### src/rtl/imem_loader_pkg.sv
// Shared constants and state encoding for the instruction-memory boot loader.
package imem_loader_pkg;
    localparam int WORD_W         = 32;
    localparam int BYTE_W         = 8;
    localparam int BYTES_PER_WORD = 4;

    typedef enum logic [2:0] {
        IDLE    = 3'd0,
        COLLECT = 3'd1,
        WRITE   = 3'd2,
        DONE    = 3'd3,
        ERROR   = 3'd4
    } state_t;
endpackage

### src/rtl/imem_loader_if.sv
// Byte-stream input and instruction-memory write port of the boot loader.
interface imem_loader_if;
    import imem_loader_pkg::*;

    logic [BYTE_W-1:0] byte_in;
    logic              byte_valid;
    logic              byte_ready;
    logic              imem_we;
    logic [WORD_W-1:0] imem_addr;
    logic [WORD_W-1:0] imem_wdata;

    modport master (
        output byte_in, byte_valid,
        input  byte_ready, imem_we, imem_addr, imem_wdata
    );

    modport slave (
        input  byte_in, byte_valid,
        output byte_ready, imem_we, imem_addr, imem_wdata
    );
endinterface

### src/rtl/imem_loader_byte_packer.sv
// Big-endian byte-to-word packer: first byte shifted in ends up in the MSBs.
module imem_loader_byte_packer
    import imem_loader_pkg::*;
(
    input  logic              clk,
    input  logic              reset,
    input  logic              clear,
    input  logic              shift,
    input  logic [BYTE_W-1:0] byte_in,
    output logic [WORD_W-1:0] word,
    output logic              full
);
    logic [1:0] cnt;

    always_ff @(posedge clk or negedge reset) begin
        if (!reset) begin
            cnt  <= 2'd0;
            word <= '0;
        end else if (clear) begin
            cnt  <= 2'd0;
            word <= '0;
        end else if (shift) begin
            cnt  <= cnt + 2'd1;
            word <= {word[WORD_W-BYTE_W-1:0], byte_in};
        end
    end

    // Counter wraps to zero on the completing byte, so no explicit clear is needed per word.
    assign full = shift && (cnt == 2'(BYTES_PER_WORD - 1));
endmodule

### src/rtl/imem_loader.sv
// Boot-time loader: packs a byte stream into words, writes them to instruction
// memory, and holds the CPU in reset until the requested word count is loaded.
module imem_loader
    import imem_loader_pkg::*;
#(
    parameter int          ADDR_W    = 8,
    parameter logic [31:0] BASE_ADDR = 32'h0000_0000
) (
    input  logic              clk,
    input  logic              reset,
    input  logic              start,
    input  logic [ADDR_W:0]   word_count,
    imem_loader_if.slave      bus,
    output logic              cpu_reset,
    output logic              busy,
    output logic              done,
    output logic              error,
    output logic [WORD_W-1:0] checksum
);
    localparam logic [ADDR_W:0] DEPTH = {1'b1, {ADDR_W{1'b0}}};

    state_t            state, state_nxt;
    logic [ADDR_W:0]   count;
    logic [ADDR_W-1:0] word_idx;
    logic [WORD_W-1:0] word;
    logic              full, start_ok, load_ok, last_word, handshake;

    assign start_ok  = start && (state == IDLE || state == DONE || state == ERROR);
    assign load_ok   = start_ok && (word_count <= DEPTH);
    assign last_word = ({1'b0, word_idx} == count - (ADDR_W+1)'(1));
    assign handshake = bus.byte_valid && bus.byte_ready;

    imem_loader_byte_packer u_packer (
        .clk     (clk),
        .reset   (reset),
        .clear   (load_ok),
        .shift   (handshake),
        .byte_in (bus.byte_in),
        .word    (word),
        .full    (full)
    );

    always_ff @(posedge clk or negedge reset) begin
        if (!reset) state <= IDLE;
        else        state <= state_nxt;
    end

    always_comb begin
        state_nxt = state;
        case (state)
            IDLE, DONE, ERROR: begin
                if (start) begin
                    if (word_count == '0)        state_nxt = DONE;
                    else if (word_count > DEPTH) state_nxt = ERROR;
                    else                         state_nxt = COLLECT;
                end
            end
            COLLECT: if (full) state_nxt = WRITE;
            WRITE:   state_nxt = last_word ? DONE : COLLECT;
            default: state_nxt = IDLE;
        endcase
    end

    always_ff @(posedge clk or negedge reset) begin
        if (!reset) begin
            count    <= '0;
            word_idx <= '0;
            checksum <= '0;
        end else if (load_ok) begin
            count    <= word_count;
            word_idx <= '0;
            checksum <= '0;
        end else if (state == WRITE) begin
            checksum <= checksum ^ word;
            if (!last_word) word_idx <= word_idx + ADDR_W'(1);
        end
    end

    // All outputs decode from state/registers only; nothing depends on byte_valid.
    assign bus.byte_ready = (state == COLLECT);
    assign bus.imem_we    = (state == WRITE);
    assign bus.imem_addr  = BASE_ADDR + {{(30-ADDR_W){1'b0}}, word_idx, 2'b00};
    assign bus.imem_wdata = word;
    assign cpu_reset      = (state != DONE);
    assign busy           = (state == COLLECT) || (state == WRITE);
    assign done           = (state == DONE);
    assign error          = (state == ERROR);
endmodule

### src/flat_wrapper.sv
// flat-port wrapper written by rule: the top's interface ports become plain ports
module imem_loader_flat import imem_loader_pkg::*;
#(
    parameter int          ADDR_W    = 8,
    parameter logic [31:0] BASE_ADDR = 32'h0000_0000
)
  (clk, reset, start, word_count, cpu_reset, busy, done, error, checksum, bus_byte_in, bus_byte_valid, bus_byte_ready, bus_imem_we, bus_imem_addr, bus_imem_wdata);
  imem_loader_if bus_i ();
  input  logic clk;
  input  logic reset;
  input  logic start;
  input  logic [ADDR_W:0] word_count;
  output logic cpu_reset;
  output logic busy;
  output logic done;
  output logic error;
  output logic [WORD_W-1:0] checksum;
  input wire logic [$bits(bus_i.byte_in)-1:0] bus_byte_in;
  input wire logic [$bits(bus_i.byte_valid)-1:0] bus_byte_valid;
  output wire logic [$bits(bus_i.byte_ready)-1:0] bus_byte_ready;
  output wire logic [$bits(bus_i.imem_we)-1:0] bus_imem_we;
  output wire logic [$bits(bus_i.imem_addr)-1:0] bus_imem_addr;
  output wire logic [$bits(bus_i.imem_wdata)-1:0] bus_imem_wdata;
  assign bus_i.byte_in = bus_byte_in;
  assign bus_i.byte_valid = bus_byte_valid;
  assign bus_byte_ready = bus_i.byte_ready;
  assign bus_imem_we = bus_i.imem_we;
  assign bus_imem_addr = bus_i.imem_addr;
  assign bus_imem_wdata = bus_i.imem_wdata;
  imem_loader #(.ADDR_W(ADDR_W), .BASE_ADDR(BASE_ADDR)) u_core (.clk(clk), .reset(reset), .start(start), .word_count(word_count), .bus(bus_i), .cpu_reset(cpu_reset), .busy(busy), .done(done), .error(error), .checksum(checksum));
endmodule
### config.mk
export PLATFORM = sky130hd
export DESIGN_NAME = imem_loader_flat
export DESIGN_NICKNAME = d
export VERILOG_FILES = /design/src/rtl/imem_loader_pkg.sv /design/src/rtl/imem_loader_if.sv /design/src/rtl/imem_loader_byte_packer.sv /design/src/rtl/imem_loader.sv /design/src/flat_wrapper.sv
export SDC_FILE = /design/constraint.sdc
export NUM_CORES = 1
export LEC_CHECK = 0
export ABC_AREA = 1
export ABC_CLOCK_PERIOD_IN_PS = 4500
export CAP_MARGIN = 20
export CORE_MARGIN = 4
export CORE_UTILIZATION = 52
export CTS_CLUSTER_SIZE = 28
export DETAILED_ROUTE_END_ITERATION = 12
export PLACE_DENSITY = 0.82
export SYNTH_ARGS = -nofsm -noshare
export SYNTH_HDL_FRONTEND = slang
export SYNTH_SLANG_ARGS = --single-unit
### constraint.sdc
create_clock -name clk -period 4.5 [get_ports clk]
set_clock_uncertainty 0.15 [all_clocks]
set_input_delay 0.9 -clock clk [delete_from_list [all_inputs] [get_ports clk]]
set_output_delay 0.9 -clock clk [all_outputs]
set_load 0.01 [all_outputs]
==> results of run 1 <==
## worst min path at each step
stage | cells after the start | end
floorplan | 2 | u_core.count[8]$_DFFE_PN0P_
global placement | 2 | u_core.u_packer.cnt[1]$_DFFE_PN0P_
detailed placement | 2 | u_core.u_packer.cnt[1]$_DFFE_PN0P_
CTS | 2 | u_core.count[8]$_DFFE_PN0P_
global route | 1 | u_core.count[2]$_DFFE_PN0P_
finish | 1 | u_core.count[2]$_DFFE_PN0P_
## kinds of logic (layout without fill, tap and decap cells)
logic type / Yosys count / in the layout / share of synthesized area, %
DFF: 86 / 86 / 50.06
and+or+nand+nor: 211 / 211 / 21.45
xor gates and xnor gates: 40 / 40 / 8.149
buffers and inverters: 103 / 177 / 12.11
adders and majority gates: 3 / 3 / 0.8732
AOI/OAI and AO/OA: 46 / 46 / 7.276
other: 1 / 24 / 0.08723
## flip-flops by register name, indices dropped and copies added (netlist names)
| name | cells |
|---|---|
| u_core.checksum | 32 |
| u_core.count | 9 |
| u_core.state | 3 |
| u_core.u_packer.cnt | 2 |
| u_core.u_packer.word | 32 |
| u_core.word_idx | 8 |
## cells in the mapped netlist
master	number
inv_1	56
o21ai_1	9
o211ai_1	1
buf_2	8
o21ai_2	4
o22ai_1	10
o2bb2ai_1	1
ha_1	3
a21oi_2	1
nor3_1	1
a21oi_1	1
o21ai_0	13
nand2_2	2
nand3_1	40
buf_4	27
nand2_4	2
xnor2_1	2
nor3_2	1
xor2_1	38
nand3b_1	1
buf_6	3
nor2_2	5
clkbuf_1	6
conb_1	1
dfrtp_1	86
nor2_1	45
nand3_2	1
o22ai_2	6
inv_2	3
nand4_1	12
nand2_1	101
## metal layers
layer	wire, um	global-route usage, %
met2	5350	37.91
met5	0	0
met4	137	5.777
met1	4282	26.80
met3	646	6.016
## per-stage QoR
stage	power, mW	std cells
finish	3.095	689
CTS	3.108	688
global route	3.312	689
floorplan	1.964	513
global placement	2.526	672
detailed placement	2.574	672
## area by class of cell
| class | instances | area, sq um | share of cell area, % |
|---|---|---|---|
| Timing Repair Buffer | 102 | 1028 | 18.91 |
| Multi-Input combinational cell | 324 | 1719 | 31.60 |
| Clock buffer | 9 | 123.9 | 2.277 |
| Inverter | 59 | 221.5 | 4.071 |
| Tap cell | 102 | 127.6 | 2.346 |
| Clock inverter | 7 | 67.56 | 1.242 |
| Sequential cell | 86 | 2152 | 39.56 |
## where the power goes
| group | total (mW) | switching, mW | internal [mW] |
|---|---|---|---|
| registers | 1.22 | 0.216 | 1.01 |
| clock network | 0.529 | 0.316 | 0.213 |
| logic | 1.34 | 0.731 | 0.614 |
## critical path: stages, from the launching register on
cell	delay (ns)
dfrtp_1	0.39
inv_1	0.12
nor3_4	0.55
buf_4	0.31
clkdlybuf4s50_1	0.56
==> summary.md, run 1 <==
| Metric | Value |
|---|---|
| Status | completed |
| Core Util, Final | 68.97% |
| Crit start category | flip-flop |
| Worst EP required | 3.45 ns |
| WL per Instance | 15.12 um |
| Final period util | 74.39% |
| Post-synth top area cell | dfrtp_1 |
| Syn Inst Count | 490 |
| Share of layout cells above drive strength 1 | 7.836% |
| Final hold vios | 0 |
| Die width | 98.93 um |
| Max Buffers Root-to-Sink | 2 |
| Commonest non-fill, non-tap cell in the layout | nand2_1 |
| GRT Residual Overflow | 0 |
| Layout area overhead | 26.54% |
| Ranking of synthesized cells by area | dfrtp_1, nand2_1, xor2_1, inv_1, buf_4 |
| Crit path DAT | 2.30 ns |
| Reg clk slew, reported paths | ~0.1 ns |
| Setup CP Type | reg2out |
| FF-to-FF Start | u_core.state[0]$_DFFE_PN0P_ |
| Root Buffer | clkbuf_8 |
| DRC errors left | 0 |
| Total Neg Setup Slack | 0 ns |
| Skew-Pair Late Insertion Delay | 0.36 ns |
| Most frequent cells in the layout | nand2_1, clkdlybuf4s50_1, dfrtp_1 |
| DR iter-0 viols | 162 |
| Yosys warns | 0 |
| CTS Buf Count | 9 |
| # rows | 32 |
| Largest net degree at the start of global routing | 87 |
| Relative slew slack | a little under half |
| MaxCap Viol Count | 0 |
| Core Area | ~7900 sq um |
| Slew @ Worst Pin | 0.7913 ns |
| Worst Path Max Fanout | 16 |
| Sink Count | 86 |
| Placed wire-length estimate | 7450 um |
| CTS tree | yes |
| Leakage | 2.516 nW |
| FMAX | between 200 and 300 MHz |
| Final Wtd Congestion | 0.8821 |
| Count of final setup violators | 0 |
| Fin nets | roughly 600 |
| Crit path to | bus_imem_we |
| # port buffers | roughly 100 |
| Register area share after synthesis | 50.06% |
| Post-synth top area share | 50.06% |
| Post-CTS setup repair buffer count | 0 |
| Syn Std Cell Area | 4299 sq um |
| Maximum VDD drop | 0.3668 mV |
| Type of the worst min-delay path | in2async |
| CP Launch Point | u_core.state[1]$_DFFE_PN0P_ |
| Crit path capture type | primary output |
| RSZ-0062 raised after global routing | no |
| PostCTS Resize Cnt | 0 |
| IO Pins | 123 |
| First-pass DRT Iterations | 5 |
| Die height | 98.93 um |
| Syn_area_per_cell | 8.774 sq um |
| RR Endpoint | u_core.count[2]$_DFFE_PN0P_ |
| CTS Hold Buffers Added | 0 |
| FILL cells | 639 |
| Detail Route Antenna Nets | 0 |
| Via Count | 3,547 |
| Wirelength, routed | 10,420 um |
| Number of global-route vias before repair | 3,650 |
| Average vias per placed instance | ~5 |
| DP Worst Slack | 1.074 ns |
| Post-layout min period | 3.348 ns |
| N_diodes | 0 |
| Post-route setup slack | 1.152 ns |
| # H-tree levels | 3 |
| Placed inst area | 5221 sq um |
| Register-to-Register Path Depth | 10 |
| First-pass GRT wire length | 17,380 um |
| Final hold slack | 0.3429 ns |
| Area of the die | 9786 sq um |
| R2R Setup Slk | 1.89 ns |
| Yosys reg bits | 86 |
| Max-slew violations | 0 |
| Tot GR Track Use | between 20% and 30% |
| Initial Util | 54.51% |
| Power density cells | 568.9 nW/um^2 |
| Design Area, Final | 5440 sq um |
| Distinct cell type count after synthesis | 31 |
| Initial antenna violation count | 0 |
(Power assumes the default switching activity.)
==> run 2, diff against run 1 <==
--- a/config.mk
+++ b/config.mk
@@ -6,13 +6,13 @@
 export NUM_CORES = 1
 export LEC_CHECK = 0
 export ABC_AREA = 1
-export ABC_CLOCK_PERIOD_IN_PS = 4500
+export ABC_CLOCK_PERIOD_IN_PS = 3200
 export CAP_MARGIN = 20
 export CORE_MARGIN = 4
-export CORE_UTILIZATION = 52
+export CORE_UTILIZATION = 48
 export CTS_CLUSTER_SIZE = 28
 export DETAILED_ROUTE_END_ITERATION = 12
-export PLACE_DENSITY = 0.82
+export PLACE_DENSITY = 0.76
 export SYNTH_ARGS = -nofsm -noshare
 export SYNTH_HDL_FRONTEND = slang
 export SYNTH_SLANG_ARGS = --single-unit
==> constraint.sdc (replaced) <==
create_clock -name clk -period 3.2 [get_ports clk]
set_clock_uncertainty 0.15 [all_clocks]
set_input_delay 0.64 -clock clk [delete_from_list [all_inputs] [get_ports clk]]
set_output_delay 0.64 -clock clk [all_outputs]
set_load 0.01 [all_outputs]
==> run 2 against run 1 <==
Against the previous run:
- flip-flop and latch count is the same
- core utilization shrank 6.0 points
- global-route usage shrank 0.95 points
- final cell count grew 1.5%
- clock power grew 51%
- die area grew 7.7%
- routed wire length shrank 1.9%
- sequential share of layout area shrank 0.40 points
- worst setup slack lost 0.56 ns
==> summary.md, run 2 (synthesis results as in run 1) <==
| Metric | Value |
|---|---|
| Commonest non-fill, non-tap cell in the layout | nand2_1 |
| # H-tree levels | 3 (unchanged) |
| Detail Route Antenna Nets | 0 (unchanged) |
| First-pass DRT Iterations | 4 (-1) |
| Die height | 102.6 um (+3.8%) |
| Worst EP required | 2.41 ns (-1.04 ns) |
| Status | completed |
| Highest Signal Layer | met4 |
| Average vias per placed instance | 4.927 (-4.3%) |
| Power density cells | 802.9 nW/um^2 (+41%) |
| Type of the worst min-delay path | in2async |
| WL met3 | 672 um (+4.0%) |
| DRC errors left | 0 (unchanged) |
| Skew-Pair Late Insertion Delay | 0.36 ns (about the same) |
| N_diodes | 0 (unchanged) |
| Sink Count | 86 (unchanged) |
| Layout area overhead | 27.82% |
| CTS Hold Buffers Added | 0 (unchanged) |
| Largest regs | u_core.checksum x32, u_core.u_packer.word x32, u_core.count x9 |
| FF-to-FF Start | u_core.count[0]$_DFFE_PN0P_ |
| Reg clk slew, reported paths | 0.10 ns (about the same) |
| Most frequent cells in the layout | nand2_1, clkdlybuf4s50_1, dfrtp_1 |
| Post-layout min period | 2.605 ns |
| Area of the die | 10,540 sq um (+7.7%) |
| GRT Residual Overflow | 0 (unchanged) |
| Wirelength, routed | 10,210 um (-1.9%) |
| Number of global-route vias before repair | 3,548 (-2.8%) |
| WL per Instance | 14.61 um (-3.3%) |
| CTS Buf Count | 9 (unchanged) |
| # rows | 34 (+6.3%) |
| Relative slew slack | 62.42% (+15 points) |
| Leakage | 2.552 nW (+1.4%) |
| DR iter-0 viols | 140 (-14%) |
| Initial Util | 49.30% (-5.2 points) |
| RSZ-0062 raised after global routing | no |
| Maximum VDD drop | 0.4462 mV (+22%) |
| Slew @ Worst Pin | 0.5637 ns (-0.2276 ns) |
| Count of final setup violators | 0 (unchanged) |
| Tot Pwr | 4.412 mW (+43%) |
| # port buffers | 98 (unchanged) |
| PostCTS Resize Cnt | 0 (unchanged) |
| CP Launch Point | u_core.state[1]$_DFFE_PN0P_ |
| Register-to-Register Path Depth | 12 (+2) |
| Routed length on met1 | 4265 um (-0.40%) |
| Worst Path Max Fanout | 4 (-12) |
| Largest net degree at the start of global routing | 45 (-48%) |
| Max Buffers Root-to-Sink | 2 (unchanged) |
| Setup CP Type | reg2out |
| Root Buffer | clkbuf_8 |
| Crit start category | flip-flop |
| Via Count | 3,444 (-2.9%) |
| First-pass GRT wire length | 17,240 um (-0.79%) |
| Post-CTS setup repair buffer count | 0 (unchanged) |
| Crit path DAT | 1.81 ns (-0.49 ns) |
| CTS tree | yes |
| Met2 routed WL | 5125 um (-4.2%) |
| Max-slew violations | 0 (unchanged) |
| Die width | 102.6 um (+3.8%) |
| Final hold vios | 0 (unchanged) |
| Placed wire-length estimate | 7498 um (+0.64%) |
| Initial antenna violation count | 0 (unchanged) |
| Final period util | 81.40% |
| Tot GR Track Use | 20.89% (-0.95 points) |
| IO Pins | 123 (unchanged) |
| Core Area | 8721 sq um (+11%) |
| Crit path capture type | primary output |
| Fin nets | 610 (+0.66%) |
| FMAX | 383.9 MHz |
| Final Wtd Congestion | 0.8336 (-5.5%) |
| MaxCap Viol Count | 0 (unchanged) |
| Total Neg Setup Slack | 0 ns (unchanged) |
| Share of layout cells above drive strength 1 | 8.291% (+0.45 points) |
-- run 2: metrics by stage --
step           hold WS [ns]  setup WS, ns  std cells  area [sq um]  utilization [%]
3_3_place_gp         0.3348        0.7461        683          5291            60.67
5_1_grt              0.1492        0.4738        699          5495            63.01
3_5_place_dp         0.3457        0.7055        683          5291            60.67
6_report             0.1149        0.5952        699          5495            63.01
4_1_cts              0.1316        0.5550        699          5495            63.01
2_1_floorplan        0.1944         1.130        513          4385                -
-- run 2: report_power, final --
group	switching, mW	total (mW)	internal, mW
Sequential	0.309	1.72	1.41
Clock	0.424	0.801	0.377
Combinational	1.01	1.89	0.881
-- run 2: cell type report --
class | instances | area (sq um)
Fill cell | 778 | 3226
Sequential cell | 86 | 2152
Multi-Input combinational cell | 324 | 1719
Timing Repair Buffer | 106 | 1064
Inverter | 59 | 221.5
Tap cell | 108 | 135.1
Clock buffer | 10 | 127.6
Clock inverter | 6 | 76.32
-- run 2: layer usage --
metal | up-vias | track usage (%)
met1 | 1629 | 27.08
met4 | 0 | 5.550
met5 | - | 0
met2 | 108 | 34.36
met3 | 11 | 6.225
li1 | 1696 | -
-- run 2: path summary, 6_finish.rpt --
kind,endpoint,slack [ns]
max,busy,0.60
min,u_core.count[1]$_DFFE_PN0P_,0.11
max reg2reg,u_core.word_idx[2]$_DFFE_PN0P_,1.09
min reg2reg,u_core.count[8]$_DFFE_PN0P_,0.37
max in group asynchronous,u_core.checksum[26]$_DFFE_PN0P_,2.14
min in group clk,u_core.count[8]$_DFFE_PN0P_,0.37
-- run 2: worst max-delay path: stages (launching register included) --
cell	delay [ns]
dfrtp_1	0.40
inv_1	0.12
nor3_4	0.23
inv_1	0.09
nand2_1	0.08
clkdlybuf4s50_1	0.53
==> RTL change 1 (config.mk and constraints of run 1) <==
Set the package constant `BYTE_W` to 12 (it was 8).
--- a/src/rtl/imem_loader_pkg.sv
+++ b/src/rtl/imem_loader_pkg.sv
@@ -1,7 +1,7 @@
 // Shared constants and state encoding for the instruction-memory boot loader.
 package imem_loader_pkg;
     localparam int WORD_W         = 32;
-    localparam int BYTE_W         = 8;
+    localparam int BYTE_W         = 12;
     localparam int BYTES_PER_WORD = 4;
 
     typedef enum logic [2:0] {
Ports: changed (resized bus_byte_in); port bits go from 123 to 127. No check against the original RTL was run, so the function may have changed too.
==> RTL change 1 against run 1 <==
Global-route usage rose by 0.45 points. Worst setup slack improved by 0.13 ns. Wire length is 3.2% higher. Register-to-register slack better by 0.32 ns. Total power up 12%. Hold slack worse by 0.10 ns. Final area up 0.57%. Critical path depth decreased by 1. Highest routed layer unchanged. Clock power increased by 24%. Area after synthesis down 1.7%. Via count is 0.70% higher. Fmax increased by 4.1%. Sequential cell count unchanged.
==> RTL change 1: results (changes against run 1) <==
metric	value	unit	change
nFillCells	639		unchanged
crit_slowest_cell	nor3_4		was clkdlybuf4s50_1
cts_max_level	3		unchanged
cpLargestDelayFamily	simple AND/OR/NAND/NOR gates		was buffers and inverters
netlist_instances	491		was 490
final_cells	694		was 689
synth_common_cells	nand2_1, dfrtp_1, nor2_1, inv_1, nand3_1		was nand2_1, dfrtp_1, inv_1, nor2_1, nand3_1
gp_congestion	0.954		was 0.882
layout-drive-gt1-share	5.57	%	was 7.84%
drt_first_pass_iters	6		was 5
critPathLaunch	u_core.state[0]		was u_core.state[1]
internal_power	2.14	mW	was 1.83 mW
grt_pass1_wl	17500	µm	was 17400 µm
synth_fa_ha_area_share	0.888	%	was 0.873%
crit_end	busy		was bus_imem_we
cp.arrival	2.16	ns	was 2.30 ns
viasPerCell	5.15		about the same
io_buffers	102		was 98
synth_async_sr_flop_share	100	%	unchanged
ys_seq_area_share	50.9	%	was 50.1%
synth_area_leaders	dfrtp_1, nand2_1, xor2_1		unchanged
pre_cts_ws	1.33	ns	was 1.07 ns
p_seq_share	38.5	%	was 39.5%
critPathMaxFanout	17		was 16
dpl.hpwl	7550	µm	was 7450 µm
antenna_found_initial	0		unchanged
grt_usage	22.3	%	was 21.8%
reg_top3	u_core.checksum (32), u_core.u_packer.word (32), u_core.count (9)		unchanged
rrSetupSlack	2.21	ns	was 1.89 ns
nets	615		was 606
power	3.48	mW	was 3.10 mW
synth.area.mux_share	0	%	unchanged
tightest_slew	0.681	ns	was 0.791 ns
hold-worst-slack	0.239	ns	was 0.343 ns
hp-class	input pin to asynchronous set/reset pin		unchanged
synth_xor_area_share	8.71	%	was 8.15%
total_leakage_power	2.57	nW	was 2.52 nW
clk_latency	0.35	ns	
numCtsBuffers	9		unchanged
slowest_delay	0.61	ns	was 0.56 ns
worst_r2r_endpoint	u_core.u_packer.word[3]		was u_core.count[2]
grt_pass1_vias	3629		was 3650
wl_per_cell	15.5	µm	was 15.1 µm
ff2ff_path_depth	9		was 10
combPwrFrac	42.6	%	was 43.4%
clkTransAtPathRegs	0.08	ns	was 0.10 ns
place_area	5200	µm²	was 5220 µm²
fin_ws	1.29	ns	was 1.15 ns
dp_cells	677		was 672
drt_iter0_markers	163		was 162
synth-compound-area-share	6.34	%	was 7.28%
outcome	finished, final reports clean		unchanged
yosys.cell_types.count	27		was 31
vdd_ir_drop_max	372	µV	was 367 µV
r2r_start	u_core.state[0]		unchanged
[RTL change 1: changes by cell type after synthesis, moves of 3 or more]
cell / run 1 / this run
nand2_1: 101 / 97
nor2_2: 5 / 1
nor2_1: 45 / 55
o22ai_2: 6 / 0
o21ai_2: 4 / 0
clkbuf_1: 6 / 9
a21oi_1: 1 / 4
o21ai_0: 13 / 24
nand2_2: 2 / 5
inv_1: 56 / 48
[RTL change 1: cell type report]
type | instances | area (µm²) | share of cell area, %
Multi-Input combinational cell | 332 | 1680 | 30.7
Inverter | 51 | 191 | 3.50
Sequential cell | 86 | 2150 | 39.3
Timing Repair Buffer | 107 | 1080 | 19.7
Tap cell | 102 | 128 | 2.33
Clock buffer | 9 | 124 | 2.26
Clock inverter | 7 | 120 | 2.20
[RTL change 1: routing by layer]
layer  track usage [%]  up-vias  part of all wire (%)
met5                 0        -                     0
met4              5.88        0                   1.4
met3              6.93       16                   8.0
met2              37.4      152                    50
met1              28.2     1717                    41
li1                  -     1687                     -
==> RTL change 2 (settings of run 1) <==
Made on the original files. Reset style: synchronous (`reset`), changed in 3 clocked blocks.
--- a/src/rtl/imem_loader_byte_packer.sv
+++ b/src/rtl/imem_loader_byte_packer.sv
@@ -12,7 +12,7 @@
 );
     logic [1:0] cnt;
 
-    always_ff @(posedge clk or negedge reset) begin
+    always_ff @(posedge clk) begin
         if (!reset) begin
             cnt  <= 2'd0;
             word <= '0;
--- a/src/rtl/imem_loader.sv
+++ b/src/rtl/imem_loader.sv
@@ -40,7 +40,7 @@
         .full    (full)
     );
 
-    always_ff @(posedge clk or negedge reset) begin
+    always_ff @(posedge clk) begin
         if (!reset) state <= IDLE;
         else        state <= state_nxt;
     end
@@ -61,7 +61,7 @@
         endcase
     end
 
-    always_ff @(posedge clk or negedge reset) begin
+    always_ff @(posedge clk) begin
         if (!reset) begin
             count    <= '0;
             word_idx <= '0;
Check against the original RTL: differs if reset is asserted again (counterexample within 4 cycles, from zero or initial values and one cycle with reset low); with reset held inactive, the same outputs for 10 cycles.
==> RTL change 2 against run 1 <==
Wire length decreased by 4.8%. Worst setup slack improved by 0.16 ns. Area after synthesis decreased by 6.9%. Highest routed layer unchanged. Cell count increased by 4.4%. Global-route usage decreased by 0.064 points. Sequential cell count unchanged. Sequential share of layout area decreased by 5.8 points. Count of clock-buffer cells in the layout increased by 1. Final area decreased by 6.2%.
Power is not compared: it rests on default switching activity, and its combinational part moved more than twofold at a synthesized area within 25%.
==> RTL change 2: results (changes against run 1) <==
metric	value	unit	change
hp-class	flop to flop		was input pin to asynchronous set/reset pin
viasPerCell	5.23		was 5.15
pre_cts_ws	1.59	ns	was 1.07 ns
cts_root_buf	clkbuf_8		unchanged
rrSetupSlack	2.09	ns	was 1.89 ns
nets	639		was 606
total_leakage_power	1.79	nW	
drt_iter0_markers	237		was 162
final_cells	719		was 689
grt_usage	21.8	%	about the same
antenna_cells	0		unchanged
clkTransAtPathRegs	0.08	ns	was 0.10 ns
hold-worst-slack	0.323	ns	was 0.343 ns
synth_area_leaders	dfxtp_1, nand2_1, a21oi_1		was dfrtp_1, nand2_1, xor2_1
synthFlopType	dfxtp_1		was dfrtp_1
tightest_slew	0.703	ns	was 0.791 ns
ys_seq_area_share	43.0	%	was 50.1%
critPathMaxFanout	37		was 16
vdd_ir_drop_max	225	µV	
routed_wl	9920	µm	was 10400 µm
place_area	4870	µm²	was 5220 µm²
ff2ff_path_depth	8		was 10
critPathLaunch	u_core.state[0]		was u_core.state[1]
drt_first_pass_iters	4		was 5
synth_common_cells	nand2_1, dfxtp_1, a21oi_1, nand3_1, nor2_1		was nand2_1, dfrtp_1, inv_1, nor2_1, nand3_1
yosys.cell_types.count	29		was 31
outcome	finished, final reports clean		unchanged
clk_latency	0.34	ns	was 0.36 ns
synth_async_sr_flop_share	0	%	was 100%
hold_depth	2		
postCtsSetupBuffers	0		unchanged
grt_pass1_vias	3420		was 3650
dp_cells	702		was 672
postSynthAreaPerCell	7.58	µm²	was 8.77 µm²
grt_pass1_wl	15900	µm	was 17400 µm
layout-drive-gt1-share	6.13	%	was 7.84%
grt_max_degree	72		was 87
dpl.hpwl	6960	µm	was 7450 µm
cp.arrival	2.14	ns	was 2.30 ns
internal_power	1.11	mW	
gp_congestion	0.813		was 0.882
fin_crit_sh	70.9	%	was 74.4%
RTL change 2: cell types whose count changed after synthesis, sizes merged, moves of 12 or more:
cell,before,now
nor3b,0,29
nor2,50,36
o22ai,16,0
nand3,41,71
dfrtp,86,0
a21oi,2,79
dfxtp,0,86
xor2,38,5
inv,59,33
o21ai,26,14
RTL change 2: power by group through the flow:
stage	logic (mW)	registers, mW	clock network (mW)
after CTS	0.187	0.786	0.566
after floorplan	0.154	0.802	0
after global placement	0.179	0.803	0
after global routing	0.215	0.788	0.605
after detailed placement	0.186	0.804	0
final	0.191	0.786	0.557
RTL change 2: logic make-up after synthesis:
group	count (synthesis)	share of synthesized area (%)
simple gates	255	30.5
compound gates	94	12.0
flops	86	43.0
buf+inv	82	11.9
xor+xnor	7	1.53
fa+ha+maj	3	0.938
other cells	1	0.0937
RTL change 2: layout make-up:
type	count	area, µm²
Fill cell	622	2270
Multi-Input combinational cell	383	1890
Sequential cell	86	1720
Timing Repair Buffer	102	1030
Clock buffer	10	138
Inverter	33	126
Tap cell	99	124
Clock inverter	6	70.1
RTL change 2: worst max-delay path, cell delays in order, from the launching register on:
cell and delay [ns]:
dfxtp_1 0.45, inv_2 0.09, nor2_1 0.09, nand2_1 0.08, inv_2 0.44, clkdlybuf4s50_1 0.65
RTL change 2: per-layer routing:
layer  GRT usage, %  part of all wire (%)
met1           28.4                    42
met2           35.3                    49
met3           5.08                   7.0
met4           7.58                   1.7
met5              0                     0
RTL change 2: worst paths after layout:
| path | endpoint |
|---|---|
| worst max-delay path | bus_byte_ready |
| worst min-delay path | u_core.u_packer.cnt[1] |
| worst max register to register | u_core.u_packer.word[11] |
| worst min register to register | u_core.u_packer.cnt[1] |
